$ cat src/rtl/mem_arb_pkg.sv
// mem_arb_pkg: shared types and default sizing for the memory request arbiter.
// Request bundle, requester ID and arbiter FSM state live here.
package mem_arb_pkg;

    localparam int ARB_NO_REQ    = 4;
    localparam int ARB_ADDR_W    = 32;
    localparam int ARB_DATA_W    = 32;
    localparam int ARB_MAX_OUTST = 4;
    localparam int ARB_ID_W      = $clog2(ARB_NO_REQ);

    typedef logic [ARB_ID_W-1:0] req_id_t;

    typedef struct packed {
        logic [ARB_ADDR_W-1:0] addr;
        logic                  we;
        logic [ARB_DATA_W-1:0] wdata;
    } mem_req_t;

    typedef enum logic {
        ARB,
        HOLD
    } arb_state_t;

endpackage

$ cat src/rtl/mem_req_arbiter_if.sv
// mem_req_arbiter_if: requester-side and memory-side signals of the arbiter.
// The arbiter uses the master view; the surrounding system uses slave.
interface mem_req_arbiter_if
    import mem_arb_pkg::*;
#(
    parameter int NoReq = ARB_NO_REQ,
    parameter int AddrW = ARB_ADDR_W,
    parameter int DataW = ARB_DATA_W
);

    logic [NoReq-1:0]       req_valid_i;
    logic [NoReq*AddrW-1:0] req_addr_i;
    logic [NoReq-1:0]       req_we_i;
    logic [NoReq*DataW-1:0] req_wdata_i;
    logic [NoReq-1:0]       req_ready_o;

    logic                   mem_valid_o;
    logic [AddrW-1:0]       mem_addr_o;
    logic                   mem_we_o;
    logic [DataW-1:0]       mem_wdata_o;
    logic                   mem_ready_i;
    logic                   mem_rvalid_i;
    logic [DataW-1:0]       mem_rdata_i;

    logic [NoReq-1:0]       resp_valid_o;
    logic [DataW-1:0]       resp_data_o;

    modport master (
        input  req_valid_i, req_addr_i, req_we_i, req_wdata_i,
        output req_ready_o,
        output mem_valid_o, mem_addr_o, mem_we_o, mem_wdata_o,
        input  mem_ready_i, mem_rvalid_i, mem_rdata_i,
        output resp_valid_o, resp_data_o
    );

    modport slave (
        output req_valid_i, req_addr_i, req_we_i, req_wdata_i,
        input  req_ready_o,
        input  mem_valid_o, mem_addr_o, mem_we_o, mem_wdata_o,
        output mem_ready_i, mem_rvalid_i, mem_rdata_i,
        input  resp_valid_o, resp_data_o
    );

endinterface

$ cat src/rtl/mem_arb_tag_fifo.sv
// mem_arb_tag_fifo: in-order record of which requester owns each
// outstanding memory request; pop frees a slot before push checks full.
module mem_arb_tag_fifo
    import mem_arb_pkg::*;
#(
    parameter int Depth = ARB_MAX_OUTST
) (
    input  logic    clk,
    input  logic    rst,
    input  logic    push,
    input  logic    pop,
    input  req_id_t din,
    output req_id_t head,
    output logic    full,
    output logic    empty
);

    localparam int PtrW = (Depth > 1) ? $clog2(Depth) : 1;
    localparam logic [PtrW:0] FullCnt = (PtrW+1)'(Depth);

    req_id_t         slots_q [Depth];
    logic [PtrW-1:0] wr_q;
    logic [PtrW-1:0] rd_q;
    logic [PtrW:0]   cnt_q;
    logic            do_push;
    logic            do_pop;

    assign empty   = (cnt_q == '0);
    assign full    = (cnt_q == FullCnt);
    assign do_pop  = pop & ~empty;
    assign do_push = push & (~full | do_pop);
    assign head    = slots_q[rd_q];

    always_ff @(posedge clk) begin
        if (rst) begin
            wr_q  <= '0;
            rd_q  <= '0;
            cnt_q <= '0;
            for (int i = 0; i < Depth; i++) begin
                slots_q[i] <= '0;
            end
        end else begin
            if (do_push) begin
                slots_q[wr_q] <= din;
                wr_q          <= wr_q + 1'b1;
            end
            if (do_pop) begin
                rd_q <= rd_q + 1'b1;
            end
            cnt_q <= cnt_q + {{PtrW{1'b0}}, do_push}
                           - {{PtrW{1'b0}}, do_pop};
        end
    end

endmodule

$ cat src/rtl/mem_req_arbiter.sv
// mem_req_arbiter: round-robin sharing of one in-order memory port.
// Define MEM_ARB_PRIO0_EN to give requester 0 strict priority.
module mem_req_arbiter
    import mem_arb_pkg::*;
#(
    parameter int NoReq    = ARB_NO_REQ,
    parameter int AddrW    = ARB_ADDR_W,
    parameter int DataW    = ARB_DATA_W,
    parameter int MaxOutst = ARB_MAX_OUTST
) (
    input logic               clk,
    input logic               rst,
    mem_req_arbiter_if.master bus
);

`ifdef MEM_ARB_PRIO0_EN
    localparam bit Prio0 = 1'b1;
`else
    localparam bit Prio0 = 1'b0;
`endif

    arb_state_t state_q;
    arb_state_t state_d;
    req_id_t    rr_q;
    req_id_t    grant_q;
    req_id_t    sel_id;
    req_id_t    cand;
    req_id_t    fifo_head;
    mem_req_t   req_q;
    logic       sel_valid;
    logic       load;
    logic       hs;
    logic       pop;
    logic       fifo_full;
    logic       fifo_empty;

    // First valid requester at or after the rr pointer, wrapping.
    always_comb begin
        sel_valid = 1'b0;
        sel_id    = '0;
        cand      = '0;
        if (Prio0 && bus.req_valid_i[0]) begin
            sel_valid = 1'b1;
        end
        for (int k = 0; k < NoReq; k++) begin
            cand = req_id_t'((int'(rr_q) + k) % NoReq);
            if (!sel_valid && bus.req_valid_i[cand] &&
                !(Prio0 && cand == '0)) begin
                sel_valid = 1'b1;
                sel_id    = cand;
            end
        end
    end

    always_comb begin
        state_d = state_q;
        load    = 1'b0;
        hs      = 1'b0;
        unique case (state_q)
            ARB: begin
                if (sel_valid && !fifo_full) begin
                    state_d = HOLD;
                    load    = 1'b1;
                end
            end
            HOLD: begin
                if (bus.mem_ready_i) begin
                    state_d = ARB;
                    hs      = 1'b1;
                end
            end
            default: state_d = ARB;
        endcase
    end

    always_ff @(posedge clk) begin
        if (rst) begin
            state_q <= ARB;
            rr_q    <= '0;
            grant_q <= '0;
            req_q   <= '0;
        end else begin
            state_q <= state_d;
            if (load) begin
                grant_q     <= sel_id;
                req_q.addr  <= bus.req_addr_i[int'(sel_id)*AddrW +: AddrW];
                req_q.we    <= bus.req_we_i[sel_id];
                req_q.wdata <= bus.req_wdata_i[int'(sel_id)*DataW +: DataW];
            end
            // Requester 0 grants leave the pointer alone under strict priority.
            if (hs && !(Prio0 && grant_q == '0)) begin
                rr_q <= (int'(grant_q) == NoReq - 1) ? '0 : grant_q + 1'b1;
            end
        end
    end

    assign bus.mem_valid_o = (state_q == HOLD);
    assign bus.mem_addr_o  = req_q.addr;
    assign bus.mem_we_o    = req_q.we;
    assign bus.mem_wdata_o = req_q.wdata;

    always_comb begin
        bus.req_ready_o = '0;
        if (hs) begin
            bus.req_ready_o[grant_q] = 1'b1;
        end
    end

    // Responses with no outstanding tag are dropped.
    assign pop = bus.mem_rvalid_i & ~fifo_empty;

    always_comb begin
        bus.resp_valid_o = '0;
        bus.resp_data_o  = '0;
        if (pop) begin
            bus.resp_valid_o[fifo_head] = 1'b1;
            bus.resp_data_o             = bus.mem_rdata_i;
        end
    end

    mem_arb_tag_fifo #(
        .Depth (MaxOutst)
    ) u_tag_fifo (
        .clk   (clk),
        .rst   (rst),
        .push  (hs),
        .pop   (pop),
        .din   (grant_q),
        .head  (fifo_head),
        .full  (fifo_full),
        .empty (fifo_empty)
    );

endmodule

$ cat src/flat_wrapper.sv
// flat-port wrapper written by rule: the top's interface ports become plain ports
module mem_req_arbiter_flat import mem_arb_pkg::*;
#(
    parameter int NoReq    = ARB_NO_REQ,
    parameter int AddrW    = ARB_ADDR_W,
    parameter int DataW    = ARB_DATA_W,
    parameter int MaxOutst = ARB_MAX_OUTST
)
  (clk, rst, bus_req_valid_i, bus_req_addr_i, bus_req_we_i, bus_req_wdata_i, bus_req_ready_o, bus_mem_valid_o, bus_mem_addr_o, bus_mem_we_o, bus_mem_wdata_o, bus_mem_ready_i, bus_mem_rvalid_i, bus_mem_rdata_i, bus_resp_valid_o, bus_resp_data_o);
  mem_req_arbiter_if #(.NoReq(NoReq), .AddrW(AddrW), .DataW(DataW)) bus_i ();
  input logic clk;
  input logic rst;
  input wire logic [$bits(bus_i.req_valid_i)-1:0] bus_req_valid_i;
  input wire logic [$bits(bus_i.req_addr_i)-1:0] bus_req_addr_i;
  input wire logic [$bits(bus_i.req_we_i)-1:0] bus_req_we_i;
  input wire logic [$bits(bus_i.req_wdata_i)-1:0] bus_req_wdata_i;
  output wire logic [$bits(bus_i.req_ready_o)-1:0] bus_req_ready_o;
  output wire logic [$bits(bus_i.mem_valid_o)-1:0] bus_mem_valid_o;
  output wire logic [$bits(bus_i.mem_addr_o)-1:0] bus_mem_addr_o;
  output wire logic [$bits(bus_i.mem_we_o)-1:0] bus_mem_we_o;
  output wire logic [$bits(bus_i.mem_wdata_o)-1:0] bus_mem_wdata_o;
  input wire logic [$bits(bus_i.mem_ready_i)-1:0] bus_mem_ready_i;
  input wire logic [$bits(bus_i.mem_rvalid_i)-1:0] bus_mem_rvalid_i;
  input wire logic [$bits(bus_i.mem_rdata_i)-1:0] bus_mem_rdata_i;
  output wire logic [$bits(bus_i.resp_valid_o)-1:0] bus_resp_valid_o;
  output wire logic [$bits(bus_i.resp_data_o)-1:0] bus_resp_data_o;
  assign bus_i.req_valid_i = bus_req_valid_i;
  assign bus_i.req_addr_i = bus_req_addr_i;
  assign bus_i.req_we_i = bus_req_we_i;
  assign bus_i.req_wdata_i = bus_req_wdata_i;
  assign bus_req_ready_o = bus_i.req_ready_o;
  assign bus_mem_valid_o = bus_i.mem_valid_o;
  assign bus_mem_addr_o = bus_i.mem_addr_o;
  assign bus_mem_we_o = bus_i.mem_we_o;
  assign bus_mem_wdata_o = bus_i.mem_wdata_o;
  assign bus_i.mem_ready_i = bus_mem_ready_i;
  assign bus_i.mem_rvalid_i = bus_mem_rvalid_i;
  assign bus_i.mem_rdata_i = bus_mem_rdata_i;
  assign bus_resp_valid_o = bus_i.resp_valid_o;
  assign bus_resp_data_o = bus_i.resp_data_o;
  mem_req_arbiter #(.NoReq(NoReq), .AddrW(AddrW), .DataW(DataW), .MaxOutst(MaxOutst)) u_core (.clk(clk), .rst(rst), .bus(bus_i));
endmodule
$ cat config.mk
export PLATFORM = sky130hd
export DESIGN_NAME = mem_req_arbiter_flat
export DESIGN_NICKNAME = d
export VERILOG_FILES = /design/src/rtl/mem_arb_pkg.sv /design/src/rtl/mem_req_arbiter_if.sv /design/src/rtl/mem_arb_tag_fifo.sv /design/src/rtl/mem_req_arbiter.sv /design/src/flat_wrapper.sv
export SDC_FILE = /design/constraint.sdc
export NUM_CORES = 1
export LEC_CHECK = 0
export CAP_MARGIN = 5
export CORE_AREA = 2 2 160 162
export CTS_CLUSTER_SIZE = 28
export DETAILED_ROUTE_END_ITERATION = 16
export DIE_AREA = 0 0 162 164
export DONT_BUFFER_PORTS = 1
export SLEW_MARGIN = 5
export SYNTH_ARGS = -nofsm -noshare
export SYNTH_HDL_FRONTEND = slang
export SYNTH_HIERARCHICAL = 1
export SYNTH_SLANG_ARGS = --single-unit
$ cat constraint.sdc
create_clock -name clk -period 2.95 [get_ports clk]
set_input_delay 0.885 -clock clk [delete_from_list [all_inputs] [get_ports clk]]
set_output_delay 0.885 -clock clk [all_outputs]
set_load 0.05 [all_outputs]
==> results.md <==
* Layout Nets at 940
* Status: completed
* Design Power at between 6 and 7 mW
* Post-CTS resize count at 0
* TritonCTS clock tree: yes
* Setup TNS at 0 ps
* Crit. End Element: output pin
* Post-DP HPWL at 14640 µm
* Num rows at 58
* WS Path Type: flop to output pin
* Wirelength per Cell at about 20 µm
* Fin Clk Skew at 12.22 ps
* Leak at 2.620 nW
* GR Util All Layers at 13.48%
* Drt drc at 0
* Register share of total power at between 40% and 50%
* Setup violations, final at 0
* Crit path DAT at 1810 ps
* Proportion of layout cells with a drive suffix above 1 at approximately 22%
* Syn Area/Cell at 8.722 µm²
* Htree depth at 3
* Synthesized flop and latch total at 87
* Cells after synthesis at 623
* Antenna violations before repair at 4
* Cts hold-fix bufs at 0
* Global-route wire length before repair at between 20000 and 30000 µm
* Placed Instances at between 900 and 1000
* Slew Limit Fails at 0
* Max stage delay on crit path at 470 ps
* CTS Sinks at 87
* Critical path data required time at a little over 2000 ps
* Post-CTS Setup Bufs at 0
* Net switching power at 2.944 mW
* I/O Pins at 406
* Post-synthesis cell area at 5434 µm²
* Fmax at 0.3717 GHz
* CTS Buffer Depth at 2
* # fillers at 2630
* CP Cell Sequence: nor3_1 -> nor2b_2 -> buf_4 -> nor3b_2 -> buf_4
* Root buffer cell: clkbuf_16
* Clk_lat worst skew at 350 ps
* Via count at 4870
* Seq/Total Area, Yosys at 33.53%
* CP bufs+invs at 2
* Crit path launch type: flop
* GPL Wtd Cong at 0.8987
* Ys Warns at 6
* Drt first pass iters at 4
* Clock slew at reported path FFs at 70 ps
* Commonest non-fill, non-tap cell in the layout: nand2_1
* Starting Density at approximately 22%
* Hold Path Class: flop to flop
* Most used cell, CP: buf_4
* Final std cells w/o fill at roughly 970
* Final Hold Vio Count at 0
* Most frequent cells in the layout: nand2_1 (99), dfxtp_1 (79), and3_1 (46)
* Die height at 164 µm
* Area delta synth->final at 24.13%
* Port bufs at 0
* Fin Hold WS at 524.3 ps
* Slowest CP cell: dfxtp_1
* Power Dens Cells at around 890 nW/µm²
* Unrepaired setup endpoints after global routing: false
* Post-synth cell types at 48
* Crit path max fanout at 36
* Final min period at 2690 ps
* CTS Buf Count at 9
* Peak VDD IR at 0.3343 mV
* Syn Nets at 929
* Vias per inst at 5.005
* Maxcap violations at 0
* Core Area at roughly 25000 µm²
* First DRT Iteration DRCs at 274
* Final WL at 19260 µm
* Post-Layout Inst Area at 6745 µm²
* Internal power at between 3 and 4 mW
* Largest net degree at the start of global routing at 82
* Comb pwr share at around 37%
* Placed instance area at between 6000 and 7000 µm²
* Switching part of the total at between 40% and 50%
* Die X at 162 µm
* GRT Residual Overflow at 0
* Slew HR at 29.90%
* Largest delay share family, worst path: buffers and inverters
* Worst Tran Pin Value at 1049 ps
* Tcrit/Tclk final at 91.20%
* Clk pwr share at 18.8%
* Vias in the first global route at 4695
* Final ANT Viol Nets at 0
* Die area at 26570 µm²
## layout make-up
class	instances	area [µm²]	area share [%]
Antenna cell	4	10.01	0.1484
Clock buffer	11	242.7	3.599
Clock inverter	5	40.04	0.5936
Inverter	9	33.78	0.5008
Multi-Input combinational cell	473	3303	48.97
Sequential cell	87	1822	27.01
Tap cell	330	412.9	6.121
Timing Repair Buffer	54	880.8	13.06
## cell families after synthesis
| family | after synthesis | synth area share [%] |
|---|---|---|
| flops | 87 | 33.53 |
| simple gates | 280 | 27.42 |
| fa+ha+maj | 6 | 1.520 |
| mux | 93 | 18.72 |
| compound gates | 91 | 12.02 |
| buf+inv | 63 | 6.309 |
| xor+xnor | 3 | 0.4836 |
## stage by stage
step / setup WS (ps) / utilization, %
5_1_grt: 75.55 / 27.18
3_5_place_dp: 27.17 / 26.00
2_1_floorplan: 13.58 / -
3_3_place_gp: 113.9 / 26.00
4_1_cts: 230.9 / 27.14
6_report: 259.6 / 27.18
## flip-flops by register name, indices dropped and copies added, names as in the netlist, named ones only
signal	count
u_core/grant_q	2
u_core/rr_q	2
u_core/bus.mem_wdata_o	32
u_core/bus.mem_valid_o	1
u_core/u_tag_fifo/slots_q	8
u_core/bus.mem_we_o	1
u_core/u_tag_fifo/cnt_q	3
u_core/u_tag_fifo/rd_q	2
u_core/bus.mem_addr_o	32
u_core/u_tag_fifo/wr_q	2
## cell usage after synthesis, drive strengths merged
| cell | count | area (µm²) |
|---|---|---|
| and3b | 1 | 8.760 |
| mux2i | 42 | 420.4 |
| a31o | 1 | 8.760 |
| o221ai | 18 | 175.2 |
| xor2 | 3 | 26.28 |
| nor4 | 1 | 6.260 |
| clkbuf | 28 | 107.6 |
| o22ai | 41 | 256.5 |
| nand4 | 3 | 18.77 |
| o31ai | 2 | 15.01 |
| or3b | 1 | 8.760 |
| a21oi | 13 | 68.82 |
| o21ai | 3 | 15.01 |
| or4b | 1 | 10.01 |
| nand2 | 100 | 377.9 |
| fa | 1 | 20.02 |
| a22oi | 1 | 7.510 |
| dfxtp | 79 | 1582 |
| mux4 | 2 | 45.04 |
| nand3b | 17 | 127.6 |
| mux2 | 49 | 551.8 |
| and2 | 34 | 214.0 |
| o221a | 1 | 11.26 |
| nor3b | 2 | 15.01 |
| buf | 26 | 201.4 |
| and3 | 46 | 287.8 |
| nand2b | 3 | 18.77 |
| nor2 | 16 | 60.06 |
| ha | 5 | 62.56 |
| nor3 | 47 | 290.3 |
| o21bai | 1 | 7.510 |
| a21boi | 1 | 7.510 |
| o311ai | 1 | 8.760 |
| a221o | 1 | 10.01 |
| nand3 | 3 | 15.01 |
| a2bb2oi | 7 | 61.31 |
| inv | 9 | 33.78 |
| edfxtp | 8 | 240.2 |
| nor2b | 5 | 31.28 |
## path summary, 6_finish.rpt
kind,depth (start not counted),from,slack [ps],end
worst max register to register,7,u_core/u_tag_fifo/cnt_q[2]$_SDFF_PP0_,350,u_core/bus.mem_wdata_o[7]$_SDFFE_PP0P_
worst min-delay path,2,u_core/u_tag_fifo/rd_q[1]$_SDFFE_PP0N_,520,flop
worst max-delay path,5,u_core/u_tag_fifo/cnt_q[1]$_SDFF_PP0_,260,bus_resp_valid_o[0]
worst min register to register,2,u_core/u_tag_fifo/rd_q[1]$_SDFFE_PP0N_,520,flop
## layer usage
metal / track usage (%) / wire length (µm) / vias up
li1: - / - / 2270
met1: 14.86 / 7389 / 2262
met2: 23.93 / 9713 / 304
met3: 3.712 / 1555 / 34
met4: 6.597 / 599 / 0
met5: 0 / 0 / -
## worst register-to-register path, cell delays in order, from the launching register on
cell and delay, ps:
dfxtp_1 430, nor3b_1 660, nor2_1 190, nand2b_1 200
buf_4 370, nor2_1 130, nand2_2 310, o221ai_1 180
## power by group through the flow
| stage | clock, mW | sequential, mW | combinational (mW) |
|---|---|---|---|
| after floorplan | 0 | 2.63 | 1.52 |
| after global placement | 0 | 2.72 | 2.18 |
| after detailed placement | 0 | 2.72 | 2.20 |
| after CTS | 1.19 | 2.69 | 2.21 |
| after global routing | 1.24 | 2.72 | 2.37 |
| final | 1.13 | 2.69 | 2.19 |
No activity file was read; power rests on OpenSTA's default activity.
